**src/rtl/serial_rx32.sv**
```systemverilog
// 8N1 serial receiver that assembles four LSB-first bytes into one 32-bit word.
// The first byte received lands in data[7:0]; a partial word is dropped on a framing error or an inter-byte timeout.
module serial_rx32 #(
   parameter int CLK_PER_BIT = 50,
   parameter int GAP_TIMEOUT = 1000,
   parameter int CTR_SIZE    = $clog2(CLK_PER_BIT)
) (
   input  logic        clk,
   input  logic        rst,
   input  logic        rx,
   output logic [31:0] data,
   output logic        new_data,
   output logic        frame_err,
   output logic        timeout,
   output logic        busy
);

   localparam int GAP_W = $clog2(GAP_TIMEOUT + 1);
   localparam logic [CTR_SIZE-1:0] CTR_MAX  = CTR_SIZE'(CLK_PER_BIT - 1);
   localparam logic [CTR_SIZE-1:0] CTR_HALF = CTR_SIZE'(CLK_PER_BIT / 2 - 1);
   localparam logic [GAP_W-1:0]    GAP_LAST = GAP_W'(GAP_TIMEOUT - 1);

   typedef enum logic [2:0] {IDLE, START, DATA, STOP, RECOVER} state_t;

   state_t              state, state_d;
   logic                rx_meta, rx_s;
   logic [CTR_SIZE-1:0] ctr, ctr_d;
   logic [2:0]          bit_ctr, bit_ctr_d;
   logic [7:0]          shift, shift_d;
   logic [1:0]          byte_cnt, byte_cnt_d;
   logic [23:0]         word, word_d;
   logic [GAP_W-1:0]    gap, gap_d;
   logic [31:0]         data_d;
   logic                new_data_d, frame_err_d, timeout_d;

   assign busy = (state != IDLE) || (byte_cnt != 2'd0);

   always_ff @(posedge clk) begin
      if (rst) begin
         rx_meta   <= 1'b1;
         rx_s      <= 1'b1;
         state     <= IDLE;
         ctr       <= '0;
         bit_ctr   <= '0;
         shift     <= '0;
         byte_cnt  <= '0;
         word      <= '0;
         gap       <= '0;
         data      <= '0;
         new_data  <= 1'b0;
         frame_err <= 1'b0;
         timeout   <= 1'b0;
      end else begin
         rx_meta   <= rx;
         rx_s      <= rx_meta;
         state     <= state_d;
         ctr       <= ctr_d;
         bit_ctr   <= bit_ctr_d;
         shift     <= shift_d;
         byte_cnt  <= byte_cnt_d;
         word      <= word_d;
         gap       <= gap_d;
         data      <= data_d;
         new_data  <= new_data_d;
         frame_err <= frame_err_d;
         timeout   <= timeout_d;
      end
   end

   // The gap counter only runs while idling mid-word, so it defaults to clear everywhere else.
   always_comb begin
      state_d     = state;
      ctr_d       = ctr;
      bit_ctr_d   = bit_ctr;
      shift_d     = shift;
      byte_cnt_d  = byte_cnt;
      word_d      = word;
      gap_d       = '0;
      data_d      = data;
      new_data_d  = 1'b0;
      frame_err_d = 1'b0;
      timeout_d   = 1'b0;

      case (state)
         IDLE: begin
            if (!rx_s) begin
               state_d   = START;
               ctr_d     = '0;
               bit_ctr_d = '0;
            end else if (byte_cnt != 2'd0) begin
               if (gap == GAP_LAST) begin
                  timeout_d  = 1'b1;
                  byte_cnt_d = 2'd0;
               end else begin
                  gap_d = gap + 1'b1;
               end
            end
         end

         START: begin
            if (ctr == CTR_HALF) begin
               ctr_d = '0;
               if (rx_s) state_d = IDLE;
               else      state_d = DATA;
            end else begin
               ctr_d = ctr + 1'b1;
            end
         end

         DATA: begin
            if (ctr == CTR_MAX) begin
               ctr_d          = '0;
               shift_d[bit_ctr] = rx_s;
               if (bit_ctr == 3'd7) begin
                  bit_ctr_d = '0;
                  state_d   = STOP;
               end else begin
                  bit_ctr_d = bit_ctr + 1'b1;
               end
            end else begin
               ctr_d = ctr + 1'b1;
            end
         end

         // Leaving at mid stop bit leaves half a bit to spot a back-to-back start bit.
         STOP: begin
            if (ctr == CTR_MAX) begin
               ctr_d = '0;
               if (rx_s) begin
                  state_d = IDLE;
                  case (byte_cnt)
                     2'd0: word_d[7:0]   = shift;
                     2'd1: word_d[15:8]  = shift;
                     2'd2: word_d[23:16] = shift;
                     default: begin
                        data_d     = {shift, word};
                        new_data_d = 1'b1;
                     end
                  endcase
                  byte_cnt_d = (byte_cnt == 2'd3) ? 2'd0 : byte_cnt + 2'd1;
               end else begin
                  frame_err_d = 1'b1;
                  byte_cnt_d  = 2'd0;
                  state_d     = RECOVER;
               end
            end else begin
               ctr_d = ctr + 1'b1;
            end
         end

         RECOVER: begin
            if (rx_s) state_d = IDLE;
         end

         default: state_d = IDLE;
      endcase
   end

endmodule

```
**config.mk**
```make
export PLATFORM = sky130hd
export DESIGN_NAME = serial_rx32
export DESIGN_NICKNAME = d
export VERILOG_FILES = /design/src/rtl/serial_rx32.sv
export SDC_FILE = /design/constraint.sdc
export NUM_CORES = 1
export LEC_CHECK = 0
export BUFFER_PORTS_ARGS = -buffer_cell sky130_fd_sc_hd__clkbuf_2
export CORE_ASPECT_RATIO = 1.2
export CORE_MARGIN = 2
export CORE_UTILIZATION = 49
export DETAILED_ROUTE_END_ITERATION = 8
export MAX_ROUTING_LAYER = met4
export PLACE_DENSITY = 0.71
export SKIP_LAST_GASP = 1
export SYNTH_ARGS = -nofsm -noshare
export SYNTH_HDL_FRONTEND = slang
export SYNTH_SLANG_ARGS = --single-unit
```
**constraint.sdc**
```tcl
create_clock -name clk -period 5.63 [get_ports clk]
set_clock_uncertainty 0.05 [all_clocks]
set_input_delay 0.2815 -clock clk [delete_from_list [all_inputs] [get_ports clk]]
set_output_delay 0.2815 -clock clk [all_outputs]
set_load 0.03 [all_outputs]
```
==> results of run 1 <==
==> placed cells by master (no fill, tap or decap), drive strengths merged, types with 2 or more instances in the layout <==
master and n:
clkinv 3, xnor2 11, nor4 3, ha 10
nand3 8, or4 5, nor3 8, nor3b 5
clkbuf 48, and2 2, or2 4, nand2b 3
inv 11, and4 2, mux2i 32, o311ai 2
o41ai 2, buf 2, o31ai 4, a211oi 2
o21ai 4, xor2 3, dfxtp 93, nand2 85
or3b 2, a21oi 40, nand4 9, nor2 46
==> worst min path at each step <==
stage / startpoint / to / slack [ps] / cells past startpoint
6_report: rx / rx_meta / 60 / 2
5_1_grt: rx / rx_meta / 50 / 2
4_1_cts: rx / rx_meta / 50 / 2
3_5_place_dp: rx_meta / rx_s / 340 / 1
3_3_place_gp: rx_meta / rx_s / 340 / 1
2_1_floorplan: rx / rx_meta / 340 / 1
==> power groups by stage <==
stage	clock, mW	sequential [mW]	combinational, mW
floorplan	0	0.676	0.0200
global placement	0	0.677	0.0248
detailed placement	0	0.677	0.0249
CTS	0.450	0.662	0.0250
global route	0.478	0.662	0.0281
finish	0.439	0.662	0.0248
==> flip-flops by register name, summed over array words and instances, names as in the netlist, 2 cells and up <==
| name | flops |
|---|---|
| gap | 10 |
| word | 24 |
| ctr | 6 |
| byte_cnt | 2 |
| state | 3 |
| data | 32 |
| shift | 8 |
| bit_ctr | 3 |
==> metrics by stage <==
stage          instance area (µm²)  power (mW)  utilization [%]
2_1_floorplan                 3780       0.696                -
3_3_place_gp                  4000       0.702             52.8
3_5_place_dp                  4000       0.702             52.8
4_1_cts                       4200        1.14             55.5
5_1_grt                       4200        1.17             55.5
6_report                      4200        1.13             55.5
==> critical path, delay by kind of cell, from the launching register on <==
family / cells / cell delay [ps]
DFF: 1 / 390
and+or+nand+nor: 3 / 2130
AOI/OAI and AO/OA: 1 / 160
==> logic make-up after synthesis <==
family          after synthesis  share of synthesized area (%)
flops                        93                           49.3
xor+xnor                     14                           3.24
mux                          32                           8.47
compound gates               59                           8.97
buf+inv                      33                           3.48
fa+ha+maj                    10                           3.31
simple gates                189                           23.3
==> metal layers <==
| layer | share of wire, % | global-route usage [%] | vias to the layer above |
|---|---|---|---|
| li1 | - | - | 1522 |
| met1 | 47 | 23.0 | 1362 |
| met2 | 49 | 30.5 | 46 |
| met3 | 2.8 | 3.70 | 6 |
| met4 | 1.1 | 6.82 | 0 |
| met5 | 0 | - | - |
==> layout make-up <==
| type | count | area share (%) |
|---|---|---|
| Inverter | 8 | 0.715 |
| Tap cell | 92 | 2.74 |
| Sequential cell | 93 | 44.3 |
| Clock inverter | 6 | 1.55 |
| Clock buffer | 10 | 3.28 |
| Timing Repair Buffer | 40 | 4.88 |
| Multi-Input combinational cell | 304 | 42.5 |
==> insert_results.sql, run 1 <==
INSERT INTO impl_metrics (metric_group, metric, value, unit) VALUES
('placed_design', 'placement.setup.worst_slack', '2840', 'ps'),
('cells_and_area', 'post_layout_nonfiller_instances', '553', ''),
('sta', 'grt_setup_unrepaired', 'no', ''),
('synth', 'yosys.area.top_type_share', '49.3', '%'),
('synth', 'number_of_nets_in_the_synthesized_netlist', '443', ''),
('drt', 'vias_per_cell', '5.31', ''),
('power', 'power_frac_clock', '39.0', '%'),
('power', 'p_comb_share', '2.2', '%'),
('grt', 'grt_overflow', '0', ''),
('power', 'static-leakage-power', '1.70', 'nW'),
('sta', 'fin_ws', '2810', 'ps'),
('synth', 'synth_seq_cells', '93', ''),
('synth', 'post_synth_main_area_contributors', 'sky130_fd_sc_hd__dfxtp_1, sky130_fd_sc_hd__mux2i_1, sky130_fd_sc_hd__nand2_1, sky130_fd_sc_hd__a21oi_1, sky130_fd_sc_hd__nor2_1', ''),
('outcome', 'status', 'completed', ''),
('grt', 'antenna_violations_before_repair', '0', ''),
('cells_and_area', 'area_growth_syn_to_layout', '11.2', '%'),
('worst_setup_path', 'start_kind', 'flip-flop', ''),
('placed_design', 'placedCellCount', '537', ''),
('synth', 'synth_seq_area_share', '49.3', '%'),
('synth', 'mappedNetlistArea', '3780', 'µm²'),
('floorplanning', 'io-pin-count', '39', ''),
('drt', 'route.antenna.remaining_nets', '0', ''),
('worst_setup_path', 'crit_path_start', 'ctr[4]', ''),
('sta', 'fin_tns_setup', '0', 'ps'),
('power', 'p_sw', '0.274', 'mW'),
('grt', 'grt_first_pass_wirelength', '12400', 'µm'),
('clock_tree', 'clock_sink_count', '93', ''),
('synth', 'ys_types', '40', ''),
('clock_tree', 'cts_max_level', '3', ''),
('drt', 'detail_route.first_pass.iterations', '4', ''),
('power', 'peakVddDrop', '180', 'µV'),
('clock_tree', 'tritoncts.num_buffers', '9', ''),
('cells_and_area', 'n_fill_cell', '717', ''),
('floorplanning', 'start_util', '49.9', '%'),
('sta', 'period_share', '50.1', '%'),
('worst_setup_path', 'cp_cell_sequence', 'nor3b_1 -> and4_1 -> nand2_1 -> a21oi_1', ''),
('worst_hold_path', 'min_path_type', 'input pin to flip-flop', ''),
('clock_tree', 'cts_tree', 'built', ''),
('cells_and_area', 'nNetsFinal', '469', ''),
('cells_and_area', 'insertedDiodeCount', '0', ''),
('sta', 'min_period', '2820', 'ps'),
('grt', 'grt_pass1_vias', '2692', ''),
('clock_tree', 'cts.clk_slew.worst_paths', '90', 'ps'),
('clock_tree', 'cts.path.max_buffers', '2', ''),
('synth', 'syn_area_per_cell', '8.79', 'µm²'),
('worst_setup_path', 'register_to_register_setup_slack', '2810', 'ps'),
('grt', 'groute.usage.overall', '18.6', '%'),
('worst_setup_path', 'critPathKind', 'flip-flop to flip-flop', ''),
('floorplanning', 'core', '7580', 'µm²'),
('sta', 'setup_viol_count_final', '0', ''),
('worst_setup_path', 'max_stage_delay', '1090', 'ps'),
('synth', 'synth_ff_type', 'sky130_fd_sc_hd__dfxtp_1', ''),
('worst_setup_path', 'beginning_of_the_worst_register_to_register_path', 'ctr[4]', ''),
('floorplanning', 'die-area', '8440', 'µm²'),
('grt', 'pin_count_of_the_biggest_net_entering_global_routing', '70', ''),
('worst_setup_path', 'required', '5850', 'ps'),
('sta', 'whs', '60.4', 'ps'),
('worst_setup_path', 'timing.critical_path.to_type', 'flip-flop', ''),
('clock_tree', 'post_cts_gate_resize_count', '0', ''),
('synth', 'synth-edff-count', '0', ''),
('floorplanning', 'die_y', '100', 'µm'),
('power', 'power_switching_share', '24.3', '%'),
('placed_design', 'finalWeightedCongestion', '0.797', ''),
('cells_and_area', 'layout-drive-gt1-share', '13.9', '%'),
('worst_setup_path', 'rr_endpoint', 'data[16]', ''),
('floorplanning', 'die_w', '84.2', 'µm'),
('power', 'power.density_cell_area', '268', 'nW/µm²'),
('sta', 'worst_slew_pin_slew', '1110', 'ps'),
('synth', 'postSynth.asyncResetShare', '0', '%'),
('worst_setup_path', 'crit_fanout', '32', ''),
('clock_tree', 'setup_bufs_post_cts', '0', '');
Power figures use the tool's default switching activity.
==> run 2: changes to the inputs <==
--- a/config.mk
+++ b/config.mk
@@ -11,7 +11,7 @@
 export CORE_UTILIZATION = 49
 export DETAILED_ROUTE_END_ITERATION = 8
 export MAX_ROUTING_LAYER = met4
-export PLACE_DENSITY = 0.71
+export PLACE_DENSITY = 0.74
 export SKIP_LAST_GASP = 1
 export SYNTH_ARGS = -nofsm -noshare
 export SYNTH_HDL_FRONTEND = slang
==> constraint.sdc (replaced) <==
create_clock -name clk -period 2.55 [get_ports clk]
set_clock_uncertainty 0.05 [all_clocks]
set_input_delay 0.1275 -clock clk [delete_from_list [all_inputs] [get_ports clk]]
set_output_delay 0.1275 -clock clk [all_outputs]
set_load 0.03 [all_outputs]
==> insert_results.sql, run 2 (synthesis gave the netlist of run 1 again) <==
INSERT INTO impl_metrics (metric_group, metric, value, unit) VALUES
('placed_design', 'placedCellCount', '543', ''),
('cells_and_area', 'largest_register_ffs', '32', ''),
('sta', 'worst_slew_pin_slew', '1110', 'ps'),
('cells_and_area', 'final_core_util', '56.0', '%'),
('sta', 'period_share', '88.2', '%'),
('floorplanning', 'row_count', '35', ''),
('worst_setup_path', 'rr_worst_depth', '6', ''),
('drt', 'route.antenna.remaining_nets', '0', ''),
('worst_setup_path', 'crit_fanout', '5', ''),
('drt', 'violation_count_after_the_first_detailed_route_iteration', '170', ''),
('cells_and_area', 'area_growth_syn_to_layout', '12.2', '%'),
('floorplanning', 'core', '7580', 'µm²'),
('grt', 'pin_count_of_the_biggest_net_entering_global_routing', '69', ''),
('sta', 'finalHoldViolations', '0', ''),
('clock_tree', 'cts.clk_slew.worst_paths', '90', 'ps'),
('power', 'static-leakage-power', '1.73', 'nW'),
('sta', 'fin_ws', '301', 'ps'),
('cells_and_area', 'layout.cells.most_common', 'sky130_fd_sc_hd__dfxtp_1', ''),
('worst_setup_path', 'cp_cell_sequence', 'inv_1 -> ha_1 -> or4b_1 -> o31a_1 -> or4_1 -> a21oi_1', ''),
('clock_tree', 'cts_max_level', '3', ''),
('sta', 'report.final.slew_viol_count', '0', ''),
('sta', 'whs', '308', 'ps'),
('worst_setup_path', 'register_to_register_setup_slack', '300', 'ps'),
('cells_and_area', 'final-seq-area', '1860', 'µm²'),
('drt', 'detail_route.wl_per_cell', '13.3', 'µm'),
('power', 'power.density_cell_area', '576', 'nW/µm²'),
('sta', 'maxClockFrequency', '445', 'MHz'),
('worst_setup_path', 'crit_path_end', 'byte_cnt[1]', ''),
('cells_and_area', 'insertedDiodeCount', '0', ''),
('grt', 'grt_overflow', '0', ''),
('worst_setup_path', 'max_stage_delay', '480', 'ps'),
('flow_run', 'drv.max_cap_violation_count', '0', ''),
('drt', 'postRouteWirelength', '7430', 'µm'),
('cells_and_area', 'post_layout_nonfiller_instances', '560', ''),
('sta', 'setup_viol_count_final', '0', ''),
('clock_tree', 'clock_sink_count', '93', ''),
('placed_design', 'detailed_place_hpwl', '4900', 'µm'),
('worst_setup_path', 'rr_endpoint', 'byte_cnt[1]', ''),
('clock_tree', 'tritoncts.num_buffers', '9', ''),
('cells_and_area', 'layout-drive-gt1-share', '15.0', '%'),
('grt', 'antenna_violations_before_repair', '0', ''),
('cells_and_area', 'multi_input_comb_area', '1790', 'µm²'),
('clock_tree', 'root_buffer', 'sky130_fd_sc_hd__clkbuf_8', ''),
('floorplanning', 'die_y', '100', 'µm'),
('worst_hold_path', 'min_path_type', 'input pin to flip-flop', ''),
('grt', 'groute.usage.overall', '19.4', '%'),
('worst_setup_path', 'critPathKind', 'flip-flop to flip-flop', ''),
('floorplanning', 'start_util', '49.9', '%'),
('cells_and_area', 'register_with_the_most_flip_flops', 'data', ''),
('drt', 'detail_route.first_pass.iterations', '4', ''),
('placed_design', 'placement.io_buffers', '38', ''),
('sta', 'grt_setup_unrepaired', 'no', ''),
('worst_setup_path', 'timing.critical_path.to_type', 'flip-flop', ''),
('floorplanning', 'io-pin-count', '39', ''),
('power', 'peakVddDrop', '330', 'µV'),
('grt', 'grt_pass1_vias', '2772', ''),
('drt', 'remaining_drc_errors', '0', ''),
('clock_tree', 'cts.path.max_buffers', '2', ''),
('grt', 'grt_first_pass_wirelength', '12900', 'µm'),
('worst_setup_path', 'cp.arrival', '2490', 'ps'),
('worst_setup_path', 'beginning_of_the_worst_register_to_register_path', 'byte_cnt[0]', ''),
('worst_setup_path', 'start_kind', 'flip-flop', ''),
('cells_and_area', 'final_cell_mix', 'sky130_fd_sc_hd__dfxtp_1, sky130_fd_sc_hd__nand2_1, sky130_fd_sc_hd__nor2_1, sky130_fd_sc_hd__a21oi_1, sky130_fd_sc_hd__clkbuf_2', ''),
('placed_design', 'finalWeightedCongestion', '0.833', ''),
('floorplanning', 'die-area', '8440', 'µm²'),
('drt', 'routed-via-count', '3003', ''),
('clock_tree', 'clkLatencyLatePin', '370', 'ps'),
('floorplanning', 'die_w', '84.2', 'µm'),
('cells_and_area', 'n_fill_cell', '710', ''),
('clock_tree', 'cts_tree', 'built', ''),
('outcome', 'status', 'completed', ''),
('cells_and_area', 'nNetsFinal', '476', ''),
('sta', 'min_period', '2250', 'ps'),
('sta', 'slew_headroom', '26.3', '%'),
('drt', 'vias_per_cell', '5.36', ''),
('worst_setup_path', 'crit_path_start', 'byte_cnt[0]', ''),
('clock_tree', 'setup_bufs_post_cts', '0', ''),
('worst_setup_path', 'required', '2790', 'ps'),
('placed_design', 'placement.setup.worst_slack', '295', 'ps'),
('cells_and_area', 'layout_top_registers', 'data (32), word (24), gap (10)', ''),
('worst_setup_path', 'max_stage_delay_cell_worst_path', 'sky130_fd_sc_hd__or4_1', ''),
('sta', 'fin_tns_setup', '0', 'ps');
-- run 2: cell count changes in the layout (fill, tap and decap cells not counted), sizes merged --
cell	previous run	this run
dlygate4sd3	0	1
clkbuf	48	47
clkinvlp	0	1
buf	2	8
-- run 2: stage by stage --
| step | area [µm²] | total power, mW |
|---|---|---|
| after floorplan | 3780 | 1.54 |
| after global placement | 4040 | 1.55 |
| after detailed placement | 4040 | 1.55 |
| after CTS | 4240 | 2.47 |
| after global routing | 4240 | 2.53 |
| final | 4240 | 2.44 |
-- run 2: worst max-delay path, delay by kind of cell, from the launching register on --
kind,cells,cell delay (ps)
compound gates,2,440
fa+ha+maj,1,240
buf+inv,1,90
flops,1,410
simple gates,2,950
-- run 2: area by class of cell --
cell class                      instances  area share (%)
Sequential cell                        93            43.9
Tap cell                               92            2.71
Inverter                                8           0.708
Timing Repair Buffer                   47            6.13
Clock buffer                            9            2.92
Clock inverter                          7            1.53
Multi-Input combinational cell        304            42.1
-- run 2: how the worst min path moves through the flow --
| stage | slack (ps) | cells past startpoint | to | start |
|---|---|---|---|---|
| finish | 310 | 3 | shift[7] | rst |
| global placement | 270 | 2 | rx_meta | rx |
| detailed placement | 270 | 2 | rx_meta | rx |
| CTS | 270 | 3 | shift[2] | rst |
| global route | 290 | 3 | shift[2] | rst |
| floorplan | 180 | 1 | rx_meta | rx |
-- run 2: repair_timing --
item / CTS / global route
hold buffers: 1 / 0
hold endpoints to repair: 1 / 0
gates resized for setup: 0 / 0
-- run 2: layer usage --
metal | up-vias | global-route usage [%] | wire length [µm]
met4 | 0 | 7.82 | 112
met1 | 1403 | 22.7 | 3410
met5 | - | - | 0
li1 | 1536 | - | -
met3 | 10 | 4.19 | 231
met2 | 54 | 32.6 | 3680
-- run 2: where the power goes --
part           switching [mW]  internal (mW)
Sequential            0.00396           1.45
Clock                   0.547          0.376
Combinational          0.0429         0.0191
Total                   0.594           1.85
==> run 3: changes to the inputs <==
--- a/config.mk
+++ b/config.mk
@@ -6,12 +6,15 @@
 export NUM_CORES = 1
 export LEC_CHECK = 0
 export BUFFER_PORTS_ARGS = -buffer_cell sky130_fd_sc_hd__clkbuf_2
+export CELL_PAD_IN_SITES_DETAIL_PLACEMENT = 0
+export CELL_PAD_IN_SITES_GLOBAL_PLACEMENT = 1
 export CORE_ASPECT_RATIO = 1.2
 export CORE_MARGIN = 2
-export CORE_UTILIZATION = 49
+export CORE_UTILIZATION = 40
 export DETAILED_ROUTE_END_ITERATION = 8
+export GPL_TIMING_DRIVEN = 0
 export MAX_ROUTING_LAYER = met4
-export PLACE_DENSITY = 0.74
+export PLACE_DENSITY = 0.79
 export SKIP_LAST_GASP = 1
 export SYNTH_ARGS = -nofsm -noshare
 export SYNTH_HDL_FRONTEND = slang
==> insert_results.sql, run 3 (synthesis gave the netlist of run 1 again) <==
INSERT INTO impl_metrics (metric_group, metric, value, unit) VALUES
('cells_and_area', 'insertedDiodeCount', '0', ''),
('grt', 'grt_pass1_vias', '2783', ''),
('power', 'static-leakage-power', '1.77', 'nW'),
('drt', 'detail_route.first_pass.iterations', '4', ''),
('sta', 'whs', '97.7', 'ps'),
('cells_and_area', 'layout.cells.most_common', 'sky130_fd_sc_hd__dfxtp_1', ''),
('worst_setup_path', 'timing.critical_path.to_type', 'flip-flop', ''),
('drt', 'remaining_drc_errors', '0', ''),
('floorplanning', 'die_w', '92.7', 'µm'),
('floorplanning', 'io-pin-count', '39', ''),
('placed_design', 'placement.io_buffers', '38', ''),
('drt', 'vias_per_cell', '5.04', ''),
('clock_tree', 'cts.clk_slew.worst_paths', '90', 'ps'),
('power', 'power_switching_share', '22.0', '%'),
('clock_tree', 'cts.path.max_buffers', '2', ''),
('power', 'p_sw', '0.582', 'mW'),
('worst_setup_path', 'cp_common_cell', 'sky130_fd_sc_hd__clkbuf_1', ''),
('cells_and_area', 'layout-drive-gt1-share', '14.2', '%'),
('floorplanning', 'die_y', '110', 'µm'),
('cells_and_area', 'register_with_the_most_flip_flops', 'data', ''),
('grt', 'pin_count_of_the_biggest_net_entering_global_routing', '17', ''),
('clock_tree', 'tritoncts.num_buffers', '9', ''),
('sta', 'min_period', '2280', 'ps'),
('sta', 'setup_viol_count_final', '0', ''),
('worst_setup_path', 'max_stage_delay_cell_worst_path', 'sky130_fd_sc_hd__dfxtp_1', ''),
('sta', 'slew_headroom', '52.8', '%'),
('sta', 'maxClockFrequency', '439', 'MHz'),
('power', 'peakVddDrop', '250', 'µV'),
('cells_and_area', 'layout_top_registers', 'data (32), word (24), gap (10)', ''),
('floorplanning', 'die-area', '10200', 'µm²'),
('power', 'p_comb_share', '2.5', '%'),
('drt', 'detailroute.wirelength.met3', '328', 'µm'),
('floorplanning', 'core', '9130', 'µm²'),
('clock_tree', 'cts_tree', 'built', ''),
('clock_tree', 'clock_sink_count', '93', ''),
('power', 'p_int', '2.06', 'mW'),
('sta', 'report.final.slew_viol_count', '0', ''),
('cells_and_area', 'n_fill_cell', '953', ''),
('cells_and_area', 'area_growth_syn_to_layout', '15.5', '%'),
('floorplanning', 'start_util', '41.4', '%'),
('grt', 'grt_first_pass_wirelength', '13400', 'µm'),
('sta', 'grt_setup_unrepaired', 'no', ''),
('sta', 'worst_slew_pin_slew', '702', 'ps'),
('sta', 'finalHoldViolations', '0', ''),
('worst_setup_path', 'max_stage_delay', '420', 'ps'),
('cells_and_area', 'nNetsFinal', '493', ''),
('power', 'power_frac_seq', '55.2', '%'),
('sta', 'period_share', '89.3', '%'),
('worst_setup_path', 'required', '2730', 'ps'),
('drt', 'met2_wirelength', '4020', 'µm'),
('drt', 'route.antenna.remaining_nets', '0', ''),
('grt', 'groute.usage.overall', '17.0', '%'),
('drt', 'violation_count_after_the_first_detailed_route_iteration', '89', ''),
('worst_setup_path', 'cp_cell_sequence', 'ha_1 -> and2_1 -> clkbuf_1 -> nand4_1 -> clkbuf_1 -> nand2_1 -> a21oi_1', ''),
('placed_design', 'finalWeightedCongestion', '0.802', ''),
('grt', 'antenna_violations_before_repair', '0', ''),
('drt', 'postRouteWirelength', '8290', 'µm'),
('worst_setup_path', 'cp.arrival', '2450', 'ps'),
('outcome', 'status', 'completed', ''),
('power', 'power.density_cell_area', '605', 'nW/µm²'),
('grt', 'grt_overflow', '0', ''),
('cells_and_area', 'final_cell_mix', 'sky130_fd_sc_hd__dfxtp_1, sky130_fd_sc_hd__nand2_1, sky130_fd_sc_hd__nor2_1, sky130_fd_sc_hd__a21oi_1, sky130_fd_sc_hd__clkbuf_2', ''),
('clock_tree', 'root_buffer', 'sky130_fd_sc_hd__clkbuf_8', ''),
('placed_design', 'detailed_place_hpwl', '5970', 'µm'),
('clock_tree', 'cts_max_level', '3', ''),
('worst_setup_path', 'crit_fanout', '10', ''),
('drt', 'detail_route.wirelength.met1', '3800', 'µm'),
('worst_setup_path', 'critPathKind', 'flip-flop to flip-flop', ''),
('drt', 'detail_route.wl_per_cell', '13.7', 'µm'),
('worst_setup_path', 'start_kind', 'flip-flop', ''),
('flow_run', 'drv.max_cap_violation_count', '0', ''),
('floorplanning', 'row_count', '38', ''),
('power', 'fin_total_pwr', '2.64', 'mW'),
('power', 'power_frac_clock', '42.3', '%'),
('drt', 'routed-via-count', '3050', ''),
('cells_and_area', 'largest_register_ffs', '32', ''),
('drt', 'topRoutingLayerUsed', 'met4', ''),
('worst_hold_path', 'min_path_type', 'input pin to flip-flop', ''),
('clock_tree', 'clkLatencyLatePin', '360', 'ps');
[run 3: cell types whose count changed in the layout (fill, tap and decap cells not counted), moves of 2 or more]
cell	before	now
sky130_fd_sc_hd__inv_6	1	3
sky130_fd_sc_hd__clkbuf_1	0	19
sky130_fd_sc_hd__buf_2	0	6
sky130_fd_sc_hd__bufinv_16	0	2
sky130_fd_sc_hd__clkinv_4	3	0
sky130_fd_sc_hd__inv_8	2	0
sky130_fd_sc_hd__buf_4	8	0
[run 3: final cells by class]
class,count,area (µm²),area share (%)
Clock inverter,6,91.3,2.09
Timing Repair Buffer,39,200,4.58
Inverter,8,30.0,0.688
Sequential cell,93,1860,42.6
Buffer,25,101,2.32
Multi-Input combinational cell,304,1790,41.1
Tap cell,120,150,3.44
Clock buffer,10,138,3.15
[run 3: routing by layer]
layer | vias up | global-route usage [%]
met1 | 1417 | 20.5
met3 | 14 | 3.68
met4 | 0 | 6.37
met5 | - | -
li1 | 1564 | -
met2 | 55 | 27.8
[run 3: per-stage QoR]
stage	utilization [%]	setup TNS, ps	instance area, µm²	std cells	setup WS [ps]
after floorplan	-	0	3780	430	471
after global placement	45.1	0	4120	588	95.5
after detailed placement	45.1	-4.13	4120	588	-4.13
after CTS	47.8	0	4370	605	275
after global routing	47.8	0	4370	605	92.6
final	47.8	0	4370	605	272
[run 3: critical path, delay by kind of cell, from the launching register on]
kind	cells	cell delay (ps)
AO/OA/AOI/OAI	1	70
adder cells (fa/ha/maj)	1	200
AND/OR/NAND/NOR	3	700
buffers and inverters	2	710
flip-flops	1	420
[run 3: timing repair]
action,in CTS,in global routing
hold buffers,1,0
setup endpoints to repair,5,0
setup buffers,0,0
gates resized for setup,1,0
endpoints found under the hold margin,1,0
[run 3: worst paths after layout]
check        startpoint  cells past startpoint  slack, ps           to
min reg2reg     rx_meta                      1        370         rx_s
max              ctr[0]                      7        270      data[0]
min                 rst                      4        100  byte_cnt[0]
max reg2reg      ctr[0]                      7        270      data[0]
[run 3: power groups by stage]
stage | clock network [mW] | registers [mW] | logic, mW
CTS | 1.14 | 1.46 | 0.0668
global placement | 0 | 1.49 | 0.0630
detailed placement | 0 | 1.49 | 0.0642
finish | 1.12 | 1.46 | 0.0663
floorplan | 0 | 1.49 | 0.0442
global route | 1.20 | 1.46 | 0.0740
